`src/rtl/medidor_pwm.sv`:
```
// medidor_pwm: measures a PWM waveform and recovers period, high time and
// duty cycle in percent (floor(high*100/period)).
//
// Ports:
//   CLK_FPGA_BOARD   in   system clock, rising edge
//   reinicio         in   asynchronous active-low reset
//   pwm_in           in   asynchronous PWM waveform
//   periodo          out  last measured period in clocks (0 after timeout)
//   tiempo_alto      out  last measured high time in clocks (0 after timeout)
//   ciclo_trabajo    out  duty cycle in percent, 0..100
//   medicion_valida  out  one-cycle pulse when the outputs update
//   error_timeout    out  set by a stuck input, cleared by the next good result
//
// State    | meaning
// ESPERA   | waiting for the first rising edge; level is ignored
// MEDIR    | counting period/high time between rising edges

module medidor_pwm #(
  parameter int CNT_WIDTH   = 16,
  parameter int SYNC_STAGES = 2
) (
  input  logic                 CLK_FPGA_BOARD,
  input  logic                 reinicio,
  input  logic                 pwm_in,
  output logic [CNT_WIDTH-1:0] periodo,
  output logic [CNT_WIDTH-1:0] tiempo_alto,
  output logic [6:0]           ciclo_trabajo,
  output logic                 medicion_valida,
  output logic                 error_timeout
);

  localparam int DW  = CNT_WIDTH + 7;
  localparam int DCW = $clog2(DW + 1);
  localparam logic [CNT_WIDTH-1:0] CNT_MAX   = '1;
  localparam logic [CNT_WIDTH-1:0] CNT_ONE   = CNT_WIDTH'(1);
  localparam logic [DCW-1:0]       DIV_ITERS = DCW'(DW);

  typedef enum logic {ESPERA, MEDIR} estado_t;

  // input synchronizer and edge detect
  logic [SYNC_STAGES-1:0] sync_q;
  logic                   s_prev_q;
  logic                   s;
  logic                   flanco;

  assign s      = sync_q[SYNC_STAGES-1];
  assign flanco = s & ~s_prev_q;

  always_ff @(posedge CLK_FPGA_BOARD or negedge reinicio) begin
    if (!reinicio) begin
      sync_q   <= '0;
      s_prev_q <= 1'b0;
    end else begin
      sync_q   <= {sync_q[SYNC_STAGES-2:0], pwm_in};
      s_prev_q <= s;
    end
  end

  // measurement and divider state
  estado_t              estado_q, estado_d;
  logic [CNT_WIDTH-1:0] cnt_per_q, cnt_per_d;
  logic [CNT_WIDTH-1:0] cnt_alto_q, cnt_alto_d;
  logic [CNT_WIDTH-1:0] periodo_q, periodo_d;
  logic [CNT_WIDTH-1:0] alto_q, alto_d;
  logic [6:0]           ciclo_q, ciclo_d;
  logic                 valid_q, valid_d;
  logic                 err_q, err_d;
  logic [DCW-1:0]       div_cnt_q, div_cnt_d;
  logic [CNT_WIDTH-1:0] rem_q, rem_d;
  logic [DW-1:0]        dvd_q, dvd_d;

  logic                 div_busy;
  logic [CNT_WIDTH:0]   rem_sh;
  logic                 resta_ok;
  logic [CNT_WIDTH-1:0] rem_res;
  logic [DW-1:0]        q_next;

  always_comb begin
    estado_d   = estado_q;
    cnt_per_d  = cnt_per_q;
    cnt_alto_d = cnt_alto_q;
    periodo_d  = periodo_q;
    alto_d     = alto_q;
    ciclo_d    = ciclo_q;
    valid_d    = 1'b0;
    err_d      = err_q;
    div_cnt_d  = div_cnt_q;
    rem_d      = rem_q;
    dvd_d      = dvd_q;

    // restoring division step: dvd_q shifts dividend bits out at the top and
    // quotient bits in at the bottom; divisor is the held periodo_q
    div_busy = (div_cnt_q != '0);
    rem_sh   = {rem_q, dvd_q[DW-1]};
    resta_ok = (rem_sh >= {1'b0, periodo_q});
    rem_res  = CNT_WIDTH'(resta_ok ? (rem_sh - {1'b0, periodo_q}) : rem_sh);
    q_next   = {dvd_q[DW-2:0], resta_ok};

    if (div_busy) begin
      rem_d     = rem_res;
      dvd_d     = q_next;
      div_cnt_d = div_cnt_q - DCW'(1);
      if (div_cnt_q == DCW'(1)) begin
        // high time never exceeds the period, so the quotient fits in 7 bits
        ciclo_d = q_next[6:0];
        valid_d = 1'b1;
        err_d   = 1'b0;
      end
    end

    case (estado_q)
      ESPERA: begin
        if (flanco) begin
          cnt_per_d  = CNT_ONE;
          cnt_alto_d = CNT_ONE;
          estado_d   = MEDIR;
        end
      end
      MEDIR: begin
        if (flanco) begin
          cnt_per_d  = CNT_ONE;
          cnt_alto_d = CNT_ONE;
          // edges arriving while a division is in flight are decimated
          if (!div_busy) begin
            periodo_d = cnt_per_q;
            alto_d    = cnt_alto_q;
            dvd_d     = DW'(cnt_alto_q) * DW'(100);
            rem_d     = '0;
            div_cnt_d = DIV_ITERS;
          end
        end else if (cnt_per_q == CNT_MAX) begin
          // the divider cannot be busy here: it finishes long before saturation
          periodo_d = '0;
          alto_d    = '0;
          ciclo_d   = s ? 7'd100 : 7'd0;
          valid_d   = 1'b1;
          err_d     = 1'b1;
          estado_d  = ESPERA;
        end else begin
          cnt_per_d = cnt_per_q + CNT_ONE;
          if (s && (cnt_alto_q != CNT_MAX)) begin
            cnt_alto_d = cnt_alto_q + CNT_ONE;
          end
        end
      end
      default: estado_d = ESPERA;
    endcase
  end

  always_ff @(posedge CLK_FPGA_BOARD or negedge reinicio) begin
    if (!reinicio) begin
      estado_q   <= ESPERA;
      cnt_per_q  <= '0;
      cnt_alto_q <= '0;
      periodo_q  <= '0;
      alto_q     <= '0;
      ciclo_q    <= '0;
      valid_q    <= 1'b0;
      err_q      <= 1'b0;
      div_cnt_q  <= '0;
      rem_q      <= '0;
      dvd_q      <= '0;
    end else begin
      estado_q   <= estado_d;
      cnt_per_q  <= cnt_per_d;
      cnt_alto_q <= cnt_alto_d;
      periodo_q  <= periodo_d;
      alto_q     <= alto_d;
      ciclo_q    <= ciclo_d;
      valid_q    <= valid_d;
      err_q      <= err_d;
      div_cnt_q  <= div_cnt_d;
      rem_q      <= rem_d;
      dvd_q      <= dvd_d;
    end
  end

  assign periodo         = periodo_q;
  assign tiempo_alto     = alto_q;
  assign ciclo_trabajo   = ciclo_q;
  assign medicion_valida = valid_q;
  assign error_timeout   = err_q;

endmodule

```
`config.mk`:
```
export PLATFORM = sky130hd
export DESIGN_NAME = medidor_pwm
export DESIGN_NICKNAME = d
export VERILOG_FILES = /design/src/rtl/medidor_pwm.sv
export SDC_FILE = /design/constraint.sdc
export NUM_CORES = 1
export LEC_CHECK = 0
export BUFFER_PORTS_ARGS = -buffer_cell sky130_fd_sc_hd__buf_2
export CELL_PAD_IN_SITES_DETAIL_PLACEMENT = 0
export CELL_PAD_IN_SITES_GLOBAL_PLACEMENT = 1
export CORE_MARGIN = 2
export CORE_UTILIZATION = 45
export DETAILED_ROUTE_END_ITERATION = 6
export GPL_TIMING_DRIVEN = 0
export HOLD_SLACK_MARGIN = 0.06
export PLACE_DENSITY = 0.79
export SYNTH_ARGS = -nofsm -noshare
export SYNTH_HDL_FRONTEND = slang
export SYNTH_SLANG_ARGS = --single-unit
```
`constraint.sdc`:
```
create_clock -name CLK_FPGA_BOARD -period 3.85 [get_ports CLK_FPGA_BOARD]
set_input_delay 0.5775 -clock CLK_FPGA_BOARD [delete_from_list [all_inputs] [get_ports CLK_FPGA_BOARD]]
set_output_delay 0.5775 -clock CLK_FPGA_BOARD [all_outputs]
set_load 0.005 [all_outputs]
```
== Word-level counts from Yosys, hierarchy flattened ==
Index checks and enable logic that the tools add are counted.

* Bits in registers: 121
* Bits of input ports: 3
* Output and inout bits: 41

* Muxes and demuxes: 46
* Bitwise gates (word level): 3
* Magnitude comparators: 1
* Reductions and logical operators: 6
* Equal/unequal tests: 7
* $add $sub $neg: 4
* $mul: 1

{| class="wikitable"
|+ Operators with widths
! kind !! number
|-
| two-way mux 16 bit || 16
|-
| two-way mux 23 bit || 4
|-
| one-hot mux 16 bit (2 select lines) || 2
|-
| two-way mux 7 bit || 6
|-
| adder 16 x 1 -> 16 bit, second input constant || 2
|-
| multiplier 16 x 5 -> 21 bit, second input constant || 1
|-
| two-way mux 5 bit || 4
|-
| greater-or-equal comparator 17 x 16 -> 1 bit || 1
|-
| equality test 16 bit, second input constant || 1
|-
| inequality test 16 bit, second input constant || 1
|-
| subtractor 16 bit || 1
|-
| two-way mux 1 bit || 13
|-
| AND reduction 3 bit || 2
|-
| equality test 5 x 1 -> 1 bit, second input constant || 1
|-
| nonzero test 5 bit || 1
|-
| subtractor 5 x 1 -> 5 bit, second input constant || 1
|-
| inequality test 2 bit, second input constant || 2
|-
| inequality test 3 x 2 -> 1 bit, second input constant || 1
|-
| inequality test 3 bit, second input constant || 1
|-
| NOT 1 bit || 2
|-
| one-hot mux 1 bit (2 select lines) || 1
|-
| AND reduction 2 bit || 1
|-
| nonzero test 2 bit || 1
|-
| AND 1 bit || 1
|-
| logical AND 1 bit || 1
|}

== Depth between registers and ports, before layout ==
* Word-level depth: 6
* Depth in mapped cells: 14

== Worst setup path before layout ==
Ideal clock, no wire load.

* Path kind: register to register
* Start point: reg cnt_alto_q[7]
* End point: reg dvd_q[18]
* Clock period less this slack: 3.338 ns
* Slack: 0.512 ns
* Data required time: 3.722 ns
* Arrival time: 3.211 ns
* Path buffers: 1
* Cell stages (with the launch flop): 15
* Path through: dfrtp_1 ha_1 ha_1 inv_1 fa_1 inv_1 ha_1 clkbuf_1 a21o_1 a21o_1 a21o_1 a221o_1 a21oi_1 xor2_1 o22ai_1

* Longest elaborated chain between the ends: 4

{| class="wikitable"
|+ RTL lines
! what !! RTL line !! source
|-
| from (decl) || 62 || <nowiki>logic [CNT_WIDTH-1:0] cnt_alto_q, cnt_alto_d;</nowiki>
|-
| from (signal assigned) || 166 || <nowiki>cnt_alto_q <= cnt_alto_d;</nowiki>
|-
| multiplier 16 x 5 -> 21 bit || 127 || <nowiki>dvd_d = DW'(cnt_alto_q) * DW'(100);</nowiki>
|-
| two-way mux 23 bit || 124 || <nowiki>if (!div_busy) begin</nowiki>
|-
| two-way mux 23 bit || 120 || <nowiki>if (flanco) begin</nowiki>
|-
| two-way mux 23 bit || 111 || <nowiki>case (estado_q)</nowiki>
|-
| net dvd_d[18] || 70 || <nowiki>logic [DW-1:0] dvd_q, dvd_d;</nowiki>
|-
| to (signal assigned) || 174 || <nowiki>dvd_q <= dvd_d;</nowiki>
|-
| to (decl) || 70 ||
|}

The timed path passes the listed nets, and every way through them passes these cells.
A chain may end at the register's enable or synchronous reset.

== Worst setup path in the final report ==
Ends and elaborated chain as after synthesis.

==> summary.md <==
| Metric | Value |
|---|---|
| Outcome | `completed` |
| Internal power | `3510 uW` |
| I/O pin count | `44` |
| DRC Markers | `0` |
| Nets@finish | `1,019` |
| Leak pwr | `0.00434 uW` |
| CP top delay family | `adder cells` |
| Logic pwr share | `38.6%` |
| Rel. slew slack | `56.2%` |
| Final Critical Period | `3.66 ns` |
| Crit path DAT | `3.95 ns` |
| Sum of buffers and inverters on the critical path | `3` |
| Clock power share | `27.3%` |
| Rows | `48` |
| R2r setup slk | `0.19 ns` |
| Post-route cell area | `0.00886 mm^2` |
| Setup crit end kind | `flop` |
| GP Congestion | `0.840` |
| Core area | `0.0171 mm^2` |
| CTS clock-pin slew for the worst setup and hold paths | `0.05 ns` |
| Gr ovfl total | `0` |
| DR vias | `6,302` |
| Crit-path slowest cell | `fa_1` |
| Crit Path Max Fanout | `7` |
| RSZ-0062 raised after global routing | `false` |
| CTS HTree Levels | `4` |
| Die ar. | `0.0183 mm^2` |
| Reg2reg start | `cnt_alto_q[7]$_DFFE_PN0P_` |
| Gr usage total | `22.3%` |
| Peak VDD IR | `0.420 mV` |
| Cell area after synthesis | `0.00777 mm^2` |
| Critical Path Start | `cnt_alto_q[7]$_DFFE_PN0P_` |
| Dpl cells | `1,137` |
| Seq/Total Area, Yosys | `39.0%` |
| Synthesized Nets | `956` |
| Starting DRT DRC Count | `357` |
| Crit start category | `flop` |
| Total CTS buffers | `17` |
| Area delta synth->final | `14.1%` |
| Avg Vias per Cell | `5.39` |
| Synth Flop Type | `dfrtp_1` |
| First-pass GRT wire length | `31,400 um` |
| Final Hold Vio Count | `0` |
| Ant diodes | `0` |
| Synth async-reset ratio | `100%` |
| Sum Neg Setup Slack | `0 ns` |
| TritonCTS clock tree | `done` |
| Setup Viol. Count Final | `0` |
| Initial antenna violation count | `0` |
| Final HPWL DP | `14,700 um` |
| Max frequency | `273 MHz` |
| Die Height | `135 um` |
| Psw | `2090 uW` |
| Yosys Warn Count | `0` |
| CTS root buffer | `clkbuf_16` |
| Final Skew | `0.00620 ns` |
| DP Area | `0.00830 mm^2` |
| Number of global-route vias before repair | `5,899` |
| Drt pass-1 iters | `5` |
| Pin count of the biggest net entering global routing | `78` |
| Synthesized area per cell | `8.95 um^2` |
| Min-delay worst type | `primary input to asynchronous set/reset pin` |
| Final Max Slew Viols | `0` |
| EDFF count, synth | `0` |
| Reg power frac | `34.1%` |
| CP cell instances | `ha_1 -> ha_1 -> inv_1 -> fa_1 -> inv_1 -> ha_1 -> clkbuf_1 -> a21o_1 -> a21o_1 -> a21o_1 -> a221o_1 -> a21oi_1 -> xor2_1 -> o22ai_1` |
| Setup bufs post-CTS | `0` |
| Post-CTS Hold Buffers | `0` |
| Starting Density | `45.5%` |
| Cells after synthesis | `868` |
| Die W | `135 um` |
| Worst slew pin tran | `0.655 ns` |
| CTS Sinks | `121` |
| Max-Cap Viols | `0` |
| Final non-filler cell total | `1,169` |
| WS Path Type | `flop to flop` |
| Number of buffers inserted by port buffering | `43` |
| Average wire per standard cell | `16.7 um` |
| Max Root-Sink Buffers | `2` |
| CP required | `4.14 ns` |
| Share of post-route cells with drive strength above 1 | `9.96%` |
| Cell variety after synth | `62` |
| Antenna-violating nets left | `0` |
| Switching share of power | `37.3%` |
| FF+latch count, synth | `121` |
| Final wirelength | `19,600 um` |
| Power per cell area | `632 mW/mm^2` |
| Crit share post-route | `95.2%` |
| Max incr delay on CP | `0.49 ns` |
| Clk_lat worst skew | `0.42 ns` |
## cell type report
class / instances / area (um^2)
well taps: 225 / 282
multi-input cells: 639 / 4300
plain buffers: 37 / 178
clock buffers: 24 / 462
inverters: 71 / 267
fillers: 1647 / 8200
repair buffers: 44 / 249
flip-flops and latches: 121 / 3030
clock inverters: 8 / 96.3
## worst paths after layout
path	endpoint	depth (start not counted)
min reg2reg	sync_q[1]$_DFF_PN0_	0
max	dvd_q[18]$_DFF_PN0_	14
max reg2reg	dvd_q[18]$_DFF_PN0_	14
min in group CLK_FPGA_BOARD	sync_q[0]$_DFF_PN0_	1
max in group asynchronous	rem_q[3]$_DFF_PN0_	2
min	cnt_alto_q[11]$_DFFE_PN0P_	1
## cell usage after synthesis, types with 10 or more instances
| cell | number | area (um^2) |
|---|---|---|
| a21o_1 | 10 | 75.1 |
| o21ai_0 | 53 | 265 |
| nor2_1 | 76 | 285 |
| a21oi_1 | 55 | 275 |
| xor2_1 | 28 | 245 |
| dfrtp_1 | 121 | 3030 |
| fa_1 | 12 | 240 |
| nand2_1 | 131 | 492 |
| xnor2_1 | 27 | 236 |
| clkbuf_1 | 29 | 109 |
| ha_1 | 73 | 913 |
| nand3_1 | 28 | 140 |
| inv_1 | 70 | 263 |
| o31ai_1 | 10 | 75.1 |
| a31oi_1 | 14 | 87.6 |
| mux2i_1 | 18 | 180 |
## power groups by stage
stage	sequential (uW)	combinational, uW	clock (uW)
after global placement	1920	2110	0
after global routing	1950	2460	1610
after floorplan	1840	1630	0
after detailed placement	1930	2150	0
after CTS	1910	2160	1550
final	1910	2160	1530
## what timing repair did
action                                 4_1_cts  5_1_grt
endpoints found under the hold margin        0        0
setup endpoints to repair                    0        2
gates resized for setup                      0        2
## placed cells by master, fill, tap and decap left out, drive strengths merged, types with 3 or more instances in the layout
master and n:
o31ai 10, nand3 31, xnor2 27, inv 70, a21o 10, a31oi 14
ha 73, mux2i 18, a211oi 5, dfrtp 121, o21ai 59, nand4 8
and3 9, nor2 76, nand4b 3, a21oi 56, o21a 6, clkbuf 53
xor2 28, nor2b 6, o22ai 3, buf 52, and4 6, clkinv 6
o21bai 5, fa 12, nor3 9, nand2 133
## per-layer routing
metal	vias up	global-route usage [%]	part of all wire (%)
met3	19	4.04	3.1
met1	3065	32.8	51
met2	118	33.8	45
met4	0	6.48	1.2
li1	3100	-	-
met5	-	0	0
## cell families (layout without fill, tap and decap cells)
kind of cell,Yosys count,after routing,synth area share [%]
multiplexers,18,18,2.32
flip-flops,121,121,39.0
adder cells (fa/ha/maj),85,85,14.9
AND/OR/NAND/NOR,294,294,17.3
buffers and inverters,108,184,5.72
AO/OA/AOI/OAI,187,187,14.6
XOR/XNOR,55,55,6.20
## stage by stage
step / power [uW] / util (%) / setup WS, ns / hold slack (ns)
final: 5600 / 51.9 / 0.186 / 0.0757
after detailed placement: 4070 / 48.6 / 0.204 / 0.340
after global routing: 6020 / 51.9 / 0.00346 / 0.112
after floorplan: 3470 / - / 0.512 / 0.282
after CTS: 5620 / 51.9 / 0.186 / 0.0906
after global placement: 4040 / 48.4 / 0.201 / 0.337
## state kept, by name, indices dropped and copies added, names as in the netlist
| register | count |
|---|---|
| rem_q | 16 |
| error_timeout | 1 |
| estado_q | 1 |
| medicion_valida | 1 |
| tiempo_alto | 16 |
| dvd_q | 23 |
| ciclo_trabajo | 7 |
| sync_q | 2 |
| cnt_alto_q | 16 |
| cnt_per_q | 16 |
| div_cnt_q | 5 |
| periodo | 16 |
| s_prev_q | 1 |
Note: power is estimated with default switching activity, not from simulation.
